### config.mk
export PLATFORM = sky130hd
export DESIGN_NAME = apb_master_bridge
export DESIGN_NICKNAME = d
export VERILOG_FILES = /design/src/rtl/apb_master_bridge.sv
export SDC_FILE = /design/constraint.sdc
export NUM_CORES = 1
export LEC_CHECK = 0
export ABC_AREA = 1
export BUFFER_PORTS_ARGS = -buffer_cell sky130_fd_sc_hd__clkbuf_2
export CORE_MARGIN = 3
export CORE_UTILIZATION = 40
export DETAILED_ROUTE_END_ITERATION = 8
export PLACE_DENSITY_LB_ADDON = 0.12
export SKIP_LAST_GASP = 1
export SLEW_MARGIN = 20
export SYNTH_ARGS = -nofsm -noshare
export SYNTH_HDL_FRONTEND = slang
export SYNTH_SLANG_ARGS = --single-unit
export TNS_END_PERCENT = 1
### constraint.sdc
create_clock -name PCLK -period 1.5 [get_ports PCLK]
set_clock_uncertainty 0.05 [all_clocks]
set_input_delay 0 -clock PCLK [delete_from_list [all_inputs] [get_ports PCLK]]
set_output_delay 0 -clock PCLK [all_outputs]
set_load 0.02 [all_outputs]
### src/rtl/apb_master_bridge.sv
// -----------------------------------------------------------------------------
// apb_master_bridge
//
// Turns a valid/ready command stream into APB SETUP/ACCESS transfers for a
// single slave and returns one response per command. At most one transfer is
// in flight at a time.
//
// Optional feature macro: APB_TIMEOUT_EN
//   Defined   : ACCESS-phase watchdog aborts a transfer whose PREADY stays low
//               for TIMEOUT_CYCLES ACCESS cycles (rsp_timeout=1, rsp_rdata=0).
//   Undefined : ACCESS waits indefinitely; rsp_timeout is tied to 0.
//
// Ports
//   PCLK        in   bus clock, all logic on the rising edge
//   PRESET      in   synchronous active-high reset
//   cmd_valid   in   command present
//   cmd_ready   out  command accepted (IDLE and not in reset)
//   cmd_write   in   1=write, 0=read
//   cmd_addr    in   [ADDR_WIDTH] transfer address
//   cmd_wdata   in   [DATA_WIDTH] write data
//   rsp_valid   out  response present
//   rsp_ready   in   consumer accepts response
//   rsp_write   out  direction of the command this response belongs to
//   rsp_rdata   out  [DATA_WIDTH] read data, 0 for writes and timeouts
//   rsp_timeout out  transfer aborted by the watchdog
//   PADDR       out  [ADDR_WIDTH] APB address
//   PSELx       out  APB select
//   PWRITE      out  APB direction
//   PWDATA      out  [DATA_WIDTH] APB write data
//   PENABLE     out  APB enable
//   PREADY      in   slave ready
//   PRDATA      in   [DATA_WIDTH] slave read data
// -----------------------------------------------------------------------------
module apb_master_bridge #(
    parameter int ADDR_WIDTH     = 16,
    parameter int DATA_WIDTH     = 32,
    parameter int TIMEOUT_CYCLES = 16
) (
    input  logic                  PCLK,
    input  logic                  PRESET,
    input  logic                  cmd_valid,
    output logic                  cmd_ready,
    input  logic                  cmd_write,
    input  logic [ADDR_WIDTH-1:0] cmd_addr,
    input  logic [DATA_WIDTH-1:0] cmd_wdata,
    output logic                  rsp_valid,
    input  logic                  rsp_ready,
    output logic                  rsp_write,
    output logic [DATA_WIDTH-1:0] rsp_rdata,
    output logic                  rsp_timeout,
    output logic [ADDR_WIDTH-1:0] PADDR,
    output logic                  PSELx,
    output logic                  PWRITE,
    output logic [DATA_WIDTH-1:0] PWDATA,
    output logic                  PENABLE,
    input  logic                  PREADY,
    input  logic [DATA_WIDTH-1:0] PRDATA
);

    typedef enum logic [1:0] {
        S_IDLE   = 2'd0,
        S_SETUP  = 2'd1,
        S_ACCESS = 2'd2,
        S_RESP   = 2'd3
    } state_t;

    state_t                r_state;
    state_t                w_state_nxt;
    logic [ADDR_WIDTH-1:0] r_paddr;
    logic                  r_psel;
    logic                  r_pwrite;
    logic [DATA_WIDTH-1:0] r_pwdata;
    logic                  r_penable;
    logic                  r_rsp_valid;
    logic                  r_rsp_write;
    logic [DATA_WIDTH-1:0] r_rsp_rdata;
    logic                  w_timeout_hit;
    logic                  w_access_end;

`ifdef APB_TIMEOUT_EN
    localparam int CNT_W = $clog2(TIMEOUT_CYCLES + 1);
    // Counter value seen during the TIMEOUT_CYCLES-th ACCESS cycle (starts at 0).
    localparam logic [CNT_W-1:0] LAST_WAIT = CNT_W'(TIMEOUT_CYCLES - 1);

    logic [CNT_W-1:0] r_wait_cnt;
    logic             r_rsp_timeout;

    // PREADY=1 in the final allowed cycle still completes normally.
    assign w_timeout_hit = !PREADY && (r_wait_cnt == LAST_WAIT);
    assign rsp_timeout   = r_rsp_timeout;
`else
    logic w_unused_timeout_cfg;
    assign w_unused_timeout_cfg = (TIMEOUT_CYCLES > 0);
    assign w_timeout_hit        = 1'b0;
    assign rsp_timeout          = 1'b0;
`endif

    assign w_access_end = PREADY || w_timeout_hit;

    assign cmd_ready = (r_state == S_IDLE) && !PRESET;
    assign PADDR     = r_paddr;
    assign PSELx     = r_psel;
    assign PWRITE    = r_pwrite;
    assign PWDATA    = r_pwdata;
    assign PENABLE   = r_penable;
    assign rsp_valid = r_rsp_valid;
    assign rsp_write = r_rsp_write;
    assign rsp_rdata = r_rsp_rdata;

    always_comb begin
        w_state_nxt = r_state;
        case (r_state)
            S_IDLE:   if (cmd_valid)    w_state_nxt = S_SETUP;
            S_SETUP:                    w_state_nxt = S_ACCESS;
            S_ACCESS: if (w_access_end) w_state_nxt = S_RESP;
            S_RESP:   if (rsp_ready)    w_state_nxt = S_IDLE;
            default:                    w_state_nxt = S_IDLE;
        endcase
    end

    always_ff @(posedge PCLK) begin
        if (PRESET) begin
            r_state       <= S_IDLE;
            r_paddr       <= '0;
            r_psel        <= 1'b0;
            r_pwrite      <= 1'b0;
            r_pwdata      <= '0;
            r_penable     <= 1'b0;
            r_rsp_valid   <= 1'b0;
            r_rsp_write   <= 1'b0;
            r_rsp_rdata   <= '0;
`ifdef APB_TIMEOUT_EN
            r_wait_cnt    <= '0;
            r_rsp_timeout <= 1'b0;
`endif
        end else begin
            r_state <= w_state_nxt;
            case (r_state)
                S_IDLE: begin
                    // Bus address/data only change on accept, so they never
                    // toggle while the bridge sits idle.
                    if (cmd_valid) begin
                        r_paddr  <= cmd_addr;
                        r_pwrite <= cmd_write;
                        r_pwdata <= cmd_wdata;
                        r_psel   <= 1'b1;
                    end
                end
                S_SETUP: begin
                    r_penable  <= 1'b1;
`ifdef APB_TIMEOUT_EN
                    r_wait_cnt <= '0;
`endif
                end
                S_ACCESS: begin
                    if (w_access_end) begin
                        r_psel      <= 1'b0;
                        r_penable   <= 1'b0;
                        r_rsp_valid <= 1'b1;
                        r_rsp_write <= r_pwrite;
                        // A timeout (PREADY low here) also returns zero data.
                        r_rsp_rdata <= (r_pwrite || !PREADY) ? '0 : PRDATA;
`ifdef APB_TIMEOUT_EN
                        r_rsp_timeout <= !PREADY;
`endif
                    end
`ifdef APB_TIMEOUT_EN
                    if (!w_access_end) begin
                        r_wait_cnt <= r_wait_cnt + 1'b1;
                    end
`endif
                end
                S_RESP: begin
                    if (rsp_ready) begin
                        r_rsp_valid <= 1'b0;
                    end
                end
                default: ;
            endcase
        end
    end

endmodule

# After elaboration in Yosys (flattened, before gate mapping)
# Index checks and enable logic that the tools add are counted.
# word_totals
reg_bits,87
inputBits,86
out_inout_bits,87
# op_classes
eq_ne,6
muxes,12
reduce_logical,14
# op_table
cell,count
32-bit two-way mux,1
3-bit AND reduction,3
2-bit case mux with 4 select lines,1
2-bit two-way mux,3
2-bit inequality test (second input constant),3
1-bit case mux with 2 select lines,3
2-bit AND reduction,3
2-bit nonzero test,3
2-bit == test (second input constant),2
1-bit two-way mux,4
2-bit by 1-bit == test with 1-bit output (second input constant),1
1-bit zero test,2
2-bit zero test,1
1-bit logical AND,1
1-bit logical OR,1

# Depth between registers and ports, before layout
# Gate-level depths: netlist (run 1).
# depth
word_depth,3
depth_mapped,8

# Worst setup path after synthesis (run 1)
# No wires, ideal clock.
# synth_path
path_kind,register to register
startpoint,reg r_state[0]
endpoint,reg r_pwdata[12] (netlist: PWDATA[12])
setup_time_ps,116
t_arrival_ps,1218
required_ps,1334
slack_ps,116
path_stages_with_launch,9
path_buffers,2
synth_period_minus_slack_ps,1384
cell_sequence,dfxtp_1 > inv_1 > ha_1 > nand2_2 > inv_2 > buf_4 > buf_4 > nor2_1 > nor2_1
# synth_between
elab_chain_len,2
# synth_rtl
element,line_no,text
from (decl),67,state_t r_state;
from (signal assigned),137,r_state <= w_state_nxt;
2-bit zero test,138,case (r_state)
2-bit AND reduction (no line),n/a,
to (signal assigned),145,r_pwdata <= cmd_wdata;
to (decl),72,logic [DATA_WIDTH-1:0] r_pwdata;
# Every way passes these cells.
# A chain may end at the register's enable or synchronous reset.

# Worst setup path after layout (run 1)
# layout_path
startpoint,reg r_state[1]
endpoint,reg r_pwdata[4] (netlist: PWDATA[4])
# The elaborated chain is that of the path after synthesis.

==> results of run 1 <==
-- cell usage after synthesis --
library cell and count:
sky130_fd_sc_hd__ha_1 6, sky130_fd_sc_hd__o21ai_1 8, sky130_fd_sc_hd__clkbuf_1 11, sky130_fd_sc_hd__buf_6 4, sky130_fd_sc_hd__clkbuf_2 1, sky130_fd_sc_hd__nor2_8 1
sky130_fd_sc_hd__nor2_1 107, sky130_fd_sc_hd__dfxtp_1 87, sky130_fd_sc_hd__buf_2 7, sky130_fd_sc_hd__inv_1 11, sky130_fd_sc_hd__nor3_1 1, sky130_fd_sc_hd__nand2_2 2
sky130_fd_sc_hd__buf_4 3, sky130_fd_sc_hd__nand3_1 2, sky130_fd_sc_hd__inv_2 2, sky130_fd_sc_hd__a21oi_1 34, sky130_fd_sc_hd__nand2_1 80, sky130_fd_sc_hd__or2_2 1
sky130_fd_sc_hd__o21ai_0 43, sky130_fd_sc_hd__conb_1 1
-- layer usage --
metal  vias up  track usage (%)
li1       1794                -
met1      1507             23.7
met2       156             36.9
met3        13             6.31
met4         0             7.46
met5         -                0
-- cell usage in the layout, fill, tap and decap left out, types with 3 or more instances in the layout --
| cell | count |
|---|---|
| sky130_fd_sc_hd__o21ai_0 | 41 |
| sky130_fd_sc_hd__inv_1 | 11 |
| sky130_fd_sc_hd__dfxtp_1 | 87 |
| sky130_fd_sc_hd__nand2_1 | 80 |
| sky130_fd_sc_hd__ha_1 | 4 |
| sky130_fd_sc_hd__clkinv_2 | 3 |
| sky130_fd_sc_hd__nor2_1 | 107 |
| sky130_fd_sc_hd__buf_4 | 5 |
| sky130_fd_sc_hd__clkbuf_8 | 9 |
| sky130_fd_sc_hd__o21ai_1 | 10 |
| sky130_fd_sc_hd__a21oi_1 | 34 |
| sky130_fd_sc_hd__dlygate4sd3_1 | 83 |
| sky130_fd_sc_hd__clkbuf_1 | 3 |
| sky130_fd_sc_hd__clkbuf_2 | 171 |
| sky130_fd_sc_hd__buf_12 | 4 |
-- timing repair --
action | CTS | global route
hold buffers | 83 | 0
resized for setup | 0 | 5
setup endpoints to repair | 0 | 58
endpoints found under the hold margin | 83 | 0
-- power by group --
group / leakage, nW / switching (mW) / total, mW / internal [mW]
sequential: 0.714 / 0.291 / 3.12 / 2.83
combinational: 1.65 / 1.99 / 3.19 / 1.20
clock: 0.0801 / 0.768 / 1.37 / 0.597
total: 2.44 / 3.05 / 7.68 / 4.63
-- sequential cells by signal, summed over array words and instances, names as in the netlist --
signal	count
rsp_valid	1
PENABLE	1
PWDATA	32
PSELx	1
PADDR	16
r_state	2
PWRITE	1
rsp_write	1
rsp_rdata	32
-- worst max path at each step --
stage,from,end,depth (start not counted)
final,r_state[1],PWDATA[4],7
after global placement,r_state[0],rsp_rdata[28],6
after detailed placement,r_state[0],rsp_rdata[14],6
after floorplan,r_state[0],PWDATA[12],8
after global routing,r_state[0],PENABLE,7
after CTS,r_state[0],rsp_rdata[14],6
-- tightest hold or removal path, cell delays in order --
cell,delay [ps]
sky130_fd_sc_hd__clkbuf_2,90
sky130_fd_sc_hd__inv_1,50
sky130_fd_sc_hd__nand2_1,60
sky130_fd_sc_hd__nand3_1,100
sky130_fd_sc_hd__nor2_1,40
sky130_fd_sc_hd__nor2_1,80
-- cells by family after synthesis --
| family | count (synthesis) |
|---|---|
| and+or+nand+nor | 194 |
| DFF | 87 |
| AOI/OAI and AO/OA | 85 |
| buffers and inverters | 39 |
| adders and majority gates | 6 |
| other | 1 |
-- cell type report --
class	count	share of cell area, %
Tap cell	99	2.40
Multi-Input combinational cell	286	24.6
Inverter	13	0.947
Clock buffer	12	2.62
Clock inverter	4	0.437
Timing Repair Buffer	264	35.2
Sequential cell	87	33.8
-- through the flow --
stage	instances	power, mW	hold WS [ps]	utilization, %	TNS [ps]
floorplan	412	5.13	89.6	-	0
global placement	666	6.08	184	55.5	0
detailed placement	666	6.15	187	55.5	0
CTS	765	7.70	70.3	68.7	0
global route	765	8.24	107	68.8	-244
finish	765	7.68	82.5	68.8	0
==> reports/summary.md, run 1 <==
The flow ran to the end, and the final reports show no timing, DRC or antenna violations. Counting stages on the worst path, the most repeated cell is sky130_fd_sc_hd__nor2_1. After routing the design area is 0.00515 mm². The final critical path takes up 96.7% of the cycle. The logs give 9650 µm for the routed wire length and 0.00126 mm² for the multi-input gate area in the final layout. At the end of the flow, the number of nets in the layout was 753. The tools report the number of antenna violations at the first check in global routing as 0.

The cell type with the largest total area after synthesis is sky130_fd_sc_hd__dfxtp_1. The number of warnings printed during yosys synthesis was 0; the setup-violating endpoint count in the final report was 0. After detailed routing, no signal wire sits above met4. The number of setup buffers added after CTS is 0.

The worst setup path is captured at a flop. The floorplan has 31 rows. The clock passes through at most 2 buffers.

The tools report the cell at the root of the clock tree as sky130_fd_sc_hd__clkbuf_8. The largest net degree at the start of global routing was 55. Data arrives at the worst endpoint at 1620 ps. The worst setup path category is reg -> reg. Dividing total power by cell area gives a power density of 1490 mW/mm². By area, the combinational part of the netlist is dominated by simple AND/OR/NAND/NOR gates. The tools report the clock insertion delay at the later pin of the skew report as 330 ps. Multiplexer cells account for 0% of the synthesized area. Of all nets on the critical path, the largest fanout is 34.

The number of optimization iterations in the first detailed-route pass was 4. For the met2 wirelength from detailed routing, the log shows 4750 µm. In the global route stage, overall resource usage came out at 20.9%. Setup repair after global routing could not meet its margin everywhere. Height of the die: 95.4 µm. Detailed placement ended at an HPWL of 6040 µm. For the worst ir drop on vdd, the log shows 0.000771 V. The amount of wire on met3 after detailed routing was 889 µm. By area the synthesized netlist is led by sky130_fd_sc_hd__dfxtp_1 (54%), sky130_fd_sc_hd__nor2_1 (13%), sky130_fd_sc_hd__nand2_1 (9.4%).

During placement, the flow inserted port buffers numbering 171. Clock-pin slew was measured on the worst setup and hold paths at 90 ps. Counting every sink on the clock net gives 87.

The synthesized netlist devotes 23.6% of its cell area to simple gates. In this run the critical register-to-register path is captured at PWDATA[4]. The number of hold violations in the final report came out at 0. The number of buffers and inverters on the critical path is 3. The die width came out at 95.4 µm.

Counting flops and latches in the post-synthesis netlist gives 87. Area growth from synthesis to final layout: 61.0%. The placed instances occupy a cell area of 0.00416 mm².

The tools report the maximum operating frequency as 0.690 GHz. The met1 routed wirelength after detailed routing was 3870 µm; the remaining antenna violation count was 0. For the number of DRC markers after the initial detailed-route iteration, the log shows 83. Type of the tightest min-delay check: in -> reg. Average cell area after synthesis: 7.77 µm². The tools report the sequential cell area in the final layout as 0.00174 mm².

The initial utilization of the core area, before any placement, comes to 42.7%. The part of the Yosys area used for sequential elements was 54.4%; the fraction of layout instances using a drive strength above 1 was 30.3%. For this run, design rule violations remaining after detail routing come to 0.

The first global-routing pass estimated 14900 µm of wire. The slowest library cell on the worst path is sky130_fd_sc_hd__dfxtp_1. For this design the top-level I/O count stands at 173. The largest single stage delay on the critical path is 400 ps. The remaining global-route overflow was 0. The logs give 0 for the number of pins exceeding their max-slew limit in the final report and 50.0 ps for the final setup slack of the worst path. The depth of the CTS H-tree was 3; the required time of the worst setup path was 1670 ps.

TritonCTS built the clock tree. Summing the areas of all fa, ha and maj instances in the mapped netlist gives 2.35% of the synthesized area. The worst register-to-register path has a depth of 7. OpenSTA, run right after detailed placement, puts the worst setup slack at 23.3 ps. The region available for standard cell placement spans 0.00749 mm². The tools report the via total after detailed routing as 3470. The via count of the first global-routing pass was 3213; the XOR/XNOR share of the synthesized area was 0%.

The tools report the fill cell instance count of the final layout as 609. After technology mapping, the gate count stands at 412. The tools report the static leakage as 2.44 nW. The tools report the endpoint of the worst hold path as PSELx. The congestion estimate from routability-driven global placement came to 0.771. In this run the register-to-register setup slack is 50 ps. In this run, CTS created clock tree buffers numbering 9. The netlist area before placement was 0.00320 mm².

Summing the areas of all compound-gate instances in the mapped netlist gives 13.3% of the synthesized area. The hold path depth was 6; the routed wire length per instance was 12.6 µm. After detailed routing, the number of vias per cell comes to 4.54. 0 antenna diodes ended up in the layout.

Count of maximum capacitance violations: 0. Startpoint type of the worst setup path: a flop. The area share of the leading cell type in the synthesized netlist was 54.4%. The critical register-to-register path startpoint was r_state[1]. The synthesized netlist contains 20 unique library cells. The worst hold path begins at cmd_valid. The area of the die is 0.00911 mm², and the synthesized net count is 504. The time the final worst path needs with I/O delays and setup works out to 1450 ps.

The kind of cell adding the most delay to the critical path was flip-flops. Walking the worst path, the cells encountered are inv_1, ha_2, nand2_2, inv_2, buf_12, nor2_1, nor2_1.
Power figures use the tool's default switching activity.
==> inputs of run 2 (changes only) <==
==> constraint.sdc (replaced) <==
create_clock -name PCLK -period 1.5 [get_ports PCLK]
set_clock_uncertainty 0.05 [all_clocks]
set_input_delay 0.375 -clock PCLK [delete_from_list [all_inputs] [get_ports PCLK]]
set_output_delay 0.375 -clock PCLK [all_outputs]
set_load 0.02 [all_outputs]
==> run 2 against run 1 <==
Compared with the run above:
- the run now ends with setup timing left
- clock power increased by 15%
- wire length decreased by 13%
- worst hold slack improved by 120 ps
- flip-flop and latch count unchanged
- combinational power increased by 1%
- die area unchanged
- clock-buffer cell count decreased by 2
- critical path depth decreased by 2
- via count decreased by 9.5%
- sequential share of layout area increased by 5.3 points
- worst setup slack got worse by 150 ps
- largest power group unchanged
==> reports/summary.md, run 2 (synthesized netlist as in run 1, its figures left out) <==
Of all nets on the critical path, the largest fanout is 2. Tracing the worst setup path back leads to its startpoint at r_state[0]. The worst ir drop on vdd came out at 0.000856 V. The min-delay analysis places its worst path in the category in -> reg. Global routing consumed, over all layers together, 18.6% of the routing resources.

The count of input and output buffers is 171. The via total after detailed routing is 3140. The logs give 0.00911 mm² for the area of the die and 0 for the hold buffer count at CTS. The time the final worst path needs with I/O delays and setup was 1600 ps; the fraction of power consumed by the clock network was 19.9%. The number of hold violations in the final report is 0.

Together, buffers and inverters on the worst path number 3. The die is 95.4 µm tall. For this block, the routed nets add up to 8420 µm of wire. The finished cells cover 0.00446 mm². Dividing total power by cell area gives a power density of 1770 mW/mm².

The endpoint arrival time on the critical path is 1180 ps. The number of cells on the worst reg-to-reg path is 7. Clock-pin slew was measured on the worst setup and hold paths at 80 ps. For the final setup slack of the worst path, the log shows -101 ps.

Critical register-to-register path startpoint: r_state[0]. The pre-antenna-repair detailed-routing pass consisted of 4 iterations. Final hold analysis gives a worst-case slack of 198 ps. Count of unresolved DRC violations after routing: 0. Setup repair after global routing could not meet its margin everywhere.

Walking the worst path, the cells encountered are inv_4, ha_4, inv_2, nor2_2, clkbuf_8. Stage delay of the slowest cell on the critical path: 360 ps. On the critical path the largest part of the delay comes from flip-flops. The clock insertion delay at the later pin of the skew report was 340 ps; the total negative slack for setup checks was -101 ps. Following the worst setup path forward leads to its endpoint at cmd_ready. Summed over all nets, the switching power comes to 3.04 mW. In this run the number of cells on the critical path is 5. The HPWL after detailed placement is 6080 µm. Number of pins exceeding their max-slew limit in the final report: 0. The congestion estimate from routability-driven global placement came to 0.723. Site row count: 31. The tools report the remaining antenna violation count as 0.

TritonCTS created 9 clock buffers. The switching portion of total power is 38.4%. The die width was 95.4 µm.

The checks that failed: setup timing. The finished layout holds 689 standard cells, fillers aside. The placed instance count is 668, and the portion of total power attributed to combinational logic is 40.8%.

Based on the critical path, the design can be clocked at up to 0.625 GHz. The setup-violating endpoint count in the final report was 1. TritonCTS built the clock tree.

In the layout the commonest cells are sky130_fd_sc_hd__clkbuf_2 (170), sky130_fd_sc_hd__nor2_1 (106), sky130_fd_sc_hd__dfxtp_1 (85). Across the run, the number of max-cap violations was 0. Dividing the detail-routed wire length by the instance count gives 12.2 µm. Registers are responsible for 39.3% of the overall power.

In the final layout, the share of cells above drive strength 1 is 36.8%. The number of antenna repair diodes came out at 0. The slowest stage of the critical path is the sky130_fd_sc_hd__dfxtp_4 cell. Leaving out fill and tap cells, the most frequent cell in the layout is sky130_fd_sc_hd__clkbuf_2. The logs give 2924 for the via count of the first global-routing pass and 50 for the largest net degree at the start of global routing. The net count reported at finish came out at 679.

The standard cell area after detailed placement came out at 0.00420 mm². The worst flop-to-flop path endpoint is r_state[0]. The worst setup path category is reg -> out. The starting density of the core came out at 42.7%. The required time of the worst setup path was 1070 ps.

Power comes to 7.92 mW. For this block, the initial DRC count from the detailed router was 87. In this run the clock root is driven by a sky130_fd_sc_hd__clkbuf_8. The tools report the internal power component as 4.88 mW.

Static leakage: 2.17 nW. The capturing element type of the critical path is an output pin. The final cycle utilization of the critical path is 107%, and the number of placed I/O pins is 173. The number of antenna violations at the first check in global routing is 0, and the area growth from synthesis to final layout is 39.5%. In this run the register-to-register setup slack is 0 ps.

In this run the number of H-tree levels came out at 3. The clock passes through at most 2 buffers. Dividing the detail-routed via count by the number of cells gives 4.56. The tools report the startpoint type of the worst setup path as a flop. The first global-routing pass estimated 13400 µm of wire. The run gives 0.00749 mm² as the core box area. Counting the fill cells in the layout gives 721. The flow ran to the end, but the final reports show violations. Total clock sinks: 87.

For this run the aggregate overflow at the end of global routing stands at 0.
[run 2: repair_timing]
item | CTS | global route
pin swaps | 2 | 2
buffers inserted | 5 | 2
resized for setup | 10 | 2
endpoints found under the setup margin | 2 | 38
[run 2: area by class of cell]
| type | count | area, µm² | area share [%] |
|---|---|---|---|
| clock buffers | 10 | 138 | 3.08 |
| flip-flops and latches | 87 | 1750 | 39.1 |
| inverters | 13 | 51.3 | 1.15 |
| repair buffers | 190 | 1080 | 24.2 |
| clock inverters | 4 | 47.5 | 1.07 |
| well taps | 99 | 124 | 2.77 |
| multi-input cells | 286 | 1270 | 28.6 |
[run 2: per-layer routing]
layer	track usage, %	vias to the layer above	share of wire, %
met5	0	-	0
met3	7.02	11	11
met1	21.0	1366	41
met4	7.70	0	1.5
met2	31.6	119	47
li1	-	1644	-
[run 2: worst min path at each step]
stage                  start             to  slack, ps  depth (start not counted)
6_report           PRDATA[7]   rsp_rdata[7]        200                          3
5_1_grt            PRDATA[9]   rsp_rdata[9]        190                          3
4_1_cts            PRDATA[7]   rsp_rdata[7]        180                          3
3_5_place_dp   rsp_rdata[11]  rsp_rdata[11]        400                          2
3_3_place_gp   rsp_rdata[16]  rsp_rdata[16]        400                          2
2_1_floorplan      PRDATA[0]   rsp_rdata[0]        460                          2
[run 2: tightest hold or removal path: stages]
cell and delay [ps]:
sky130_fd_sc_hd__clkbuf_2 80, sky130_fd_sc_hd__nand2_1 50, sky130_fd_sc_hd__a21oi_1 50
[run 2: metrics by stage]
| step | worst slack (ps) | utilization (%) |
|---|---|---|
| 4_1_cts | -132 | 59.4 |
| 2_1_floorplan | 90.7 | - |
| 3_3_place_gp | 130 | 56.0 |
| 6_report | -101 | 59.6 |
| 3_5_place_dp | 73.8 | 56.0 |
| 5_1_grt | -154 | 59.6 |
[run 2: power groups by stage]
stage / logic, mW / registers [mW] / clock network (mW)
final: 3.23 / 3.11 / 1.57
after detailed placement: 3.02 / 3.16 / 0
after CTS: 3.21 / 3.11 / 1.63
after global placement: 2.97 / 3.14 / 0
after floorplan: 1.40 / 3.74 / 0
after global routing: 3.62 / 3.18 / 1.71
==> inputs of run 3 (changes only) <==
==> constraint.sdc (replaced) <==
create_clock -name PCLK -period 2 [get_ports PCLK]
set_clock_uncertainty 0.05 [all_clocks]
set_input_delay 0.5 -clock PCLK [delete_from_list [all_inputs] [get_ports PCLK]]
set_output_delay 0.5 -clock PCLK [all_outputs]
set_load 0.02 [all_outputs]
==> run 3 against run 2 <==
Compared with the run above:
- the run now ends clean
- register-to-register slack improved by 380 ps
- cell area shrank 2.8%
- wire length decreased by 3.7%
- largest cell class unchanged
- cell count shrank 1.6%
- sequential power is 25% lower
- worst setup slack gained 250 ps
- critical path depth did not move
- via count shrank 1.6%
- die area unchanged
- global-route usage decreased by 0.98 points
- sequential share of layout area up 1.0 points
- flip-flop and latch count did not move
==> reports/summary.md, run 3 (synthesized netlist as in run 1, its figures left out) <==
In this run, the number of DRC markers left after iteration 0 of detailed routing was 60. The tools report the total power of the final layout as 5.89 mW. The logs give 87 for the total clock sinks and 666 for the net count reported at finish.

The clock insertion delay at the later pin of the skew report came out at 330 ps. The global routing usage summed across all routing layers came out at 17.7%. The count of maximum capacitance violations is 0, and the via-per-instance ratio is 4.56. In this run the static leakage power is 2.10 nW.

The run gives 31 as the site row count. Leaving out fill and tap cells, the most frequent cell in the layout is sky130_fd_sc_hd__clkbuf_2. The core box area is 0.00749 mm², and the maximum operating frequency is 0.539 GHz.

For the endpoint arrival time on the critical path, the log shows 1300 ps. Capturing element type of the critical path: an output pin. The tools report the final standard cell area without fillers as 0.00434 mm². The endpoint of the worst hold path was rsp_rdata[12]. The run gives 5930 µm as the placed wire-length estimate after detailed placement. TritonCTS built the clock tree.

For the starting density of the core, the log shows 42.7%. Buffers inserted during clock tree synthesis total 9. The final setup slack of the worst path came out at 145 ps. After detailed routing, the average wire length per cell comes to 12.0 µm. The first detailed-routing pass took 4 iterations. The number of pins exceeding their max-slew limit in the final report was 0.

Critical register-to-register path startpoint: r_state[0]. The run gives 0.00911 mm² as the area of the die. Type of the tightest min-delay check: in -> reg. The clock edge transition at the registers on the reported setup and hold paths came out at 90 ps. During I/O placement, the number of pins put on the boundary was 173. The die width is 95.4 µm, and the fraction of layout instances using a drive strength above 1 is 34.7%. After routing, the total negative slack on setup checks comes to 0 ps. The portion of total power attributed to combinational logic came out at 36.2%. In this run the power density over the cells is 1360 mW/mm². The largest net degree at the start of global routing was 55; the count of input and output buffers was 171. The tools report the via count of the first global-routing pass as 2888. Across all layers, the routed design uses 3089 vias.

The first global-routing pass estimated 12700 µm of wire. The post-place setup slack was 366 ps; the height of the die was 95.4 µm. At the end of routability-driven placement, the weighted congestion stood at 0.807.

The run gives 0 as the count of unresolved DRC violations after routing. The remaining antenna violation count is 0. The startpoint type of the worst setup path is a flop. The setup-violating endpoint count in the final report is 0, and the worst ir drop on vdd is 0.000611 V. Maximum fanout along the worst path: 5. Share of the core filled with cells in the final layout: 58.0%. The worst flop-to-flop path endpoint was rsp_rdata[17]. For the required time of the worst setup path, the log shows 1450 ps.

The placed instance count was 662; the number of hold violations in the final report was 0. The run finished with clean final reports. The post-route worst hold slack was 337 ps. In the layout the commonest cells are sky130_fd_sc_hd__clkbuf_2 (171), sky130_fd_sc_hd__nor2_1 (107), sky130_fd_sc_hd__dfxtp_1 (87).

The slack of the worst reg-to-reg path was 380 ps; the net load switching power was 2.21 mW. The hold path depth is 3, and the time the final worst path needs with I/O delays and setup is 1850 ps. After clock tree synthesis, the setup repair step added 0 buffers. In this run, the clock network consumes 24.2% of the power.

The tools report the cell at the root of the clock tree as sky130_fd_sc_hd__clkbuf_8. The tools report the number of standard cells in the final layout excluding fillers as 678. Number of antenna violations at the first check in global routing: 0. Net switching is 37.6% of the power. The repair_antennas step left the layout with diodes totalling 0. Per report_power, the sequential group accounts for 39.7% of the total. The depth of the CTS H-tree is 3, and the area growth from synthesis to final layout is 35.6%.

In this run the deepest clock path goes through 2 buffers. Dividing the final minimum period by the clock period gives 92.7%. The startpoint identified for the worst hold timing path is PRDATA[12]. Setup repair after global routing left no endpoint under its margin.

The worst setup path category is reg -> out. The routed design has 8110 µm of wire. The internal power component came out at 3.68 mW. The worst register-to-register path has a depth of 6. After detailed placement, the total cell area comes to 0.00410 mm². Remaining global-route overflow: 0.
==> run 3: cell count changes in the layout (fill, tap and decap cells not counted), sizes merged <==
cell,delta
buf,-13
bufinv,+2
clkinv,+1
clkinvlp,-1
==> run 3: metal layers <==
layer / wire [µm] / part of all wire [%] / track usage (%)
met5: 0 / 0 / 0
met4: 91 / 1.1 / 6.75
met3: 902 / 11 / 6.55
met2: 3730 / 46 / 29.9
met1: 3390 / 42 / 20.2
==> run 3: worst max-delay path by stage <==
stage	start	endpoint	slack (ps)
global route	r_state[0]	cmd_ready	40
floorplan	PRESET	cmd_ready	340
global placement	r_state[0]	rsp_rdata[11]	430
finish	r_state[0]	cmd_ready	150
CTS	r_state[0]	cmd_ready	30
detailed placement	r_state[0]	rsp_rdata[17]	370
==> run 3: power by group through the flow <==
stage	Clock (mW)	Combinational, mW	Sequential [mW]
after floorplan	0	1.05	2.80
after global placement	0	2.13	2.36
after detailed placement	0	2.16	2.37
after CTS	1.47	2.16	2.34
after global routing	1.54	2.41	2.38
final	1.42	2.13	2.34
==> run 3: cell type report <==
class,instances,area [µm²]
Fill cell,750,3150
Sequential cell,87,1740
Multi-Input combinational cell,286,1260
Timing Repair Buffer,177,926
Clock buffer,10,128
Tap cell,99,124
Clock inverter,6,109
Inverter,13,48.8
==> run 3: timing repair <==
item | 4_1_cts | 5_1_grt
endpoints found under the setup margin | 0 | 1
gates resized for setup | 0 | 3
hold buffers | 0 | 0
==> run 3: critical path: stages (launching register included) <==
cell                       delay [ps]
sky130_fd_sc_hd__dfxtp_1          340
sky130_fd_sc_hd__inv_2            100
sky130_fd_sc_hd__ha_2             210
sky130_fd_sc_hd__inv_1             60
sky130_fd_sc_hd__nor2_1            90
sky130_fd_sc_hd__clkbuf_2         170
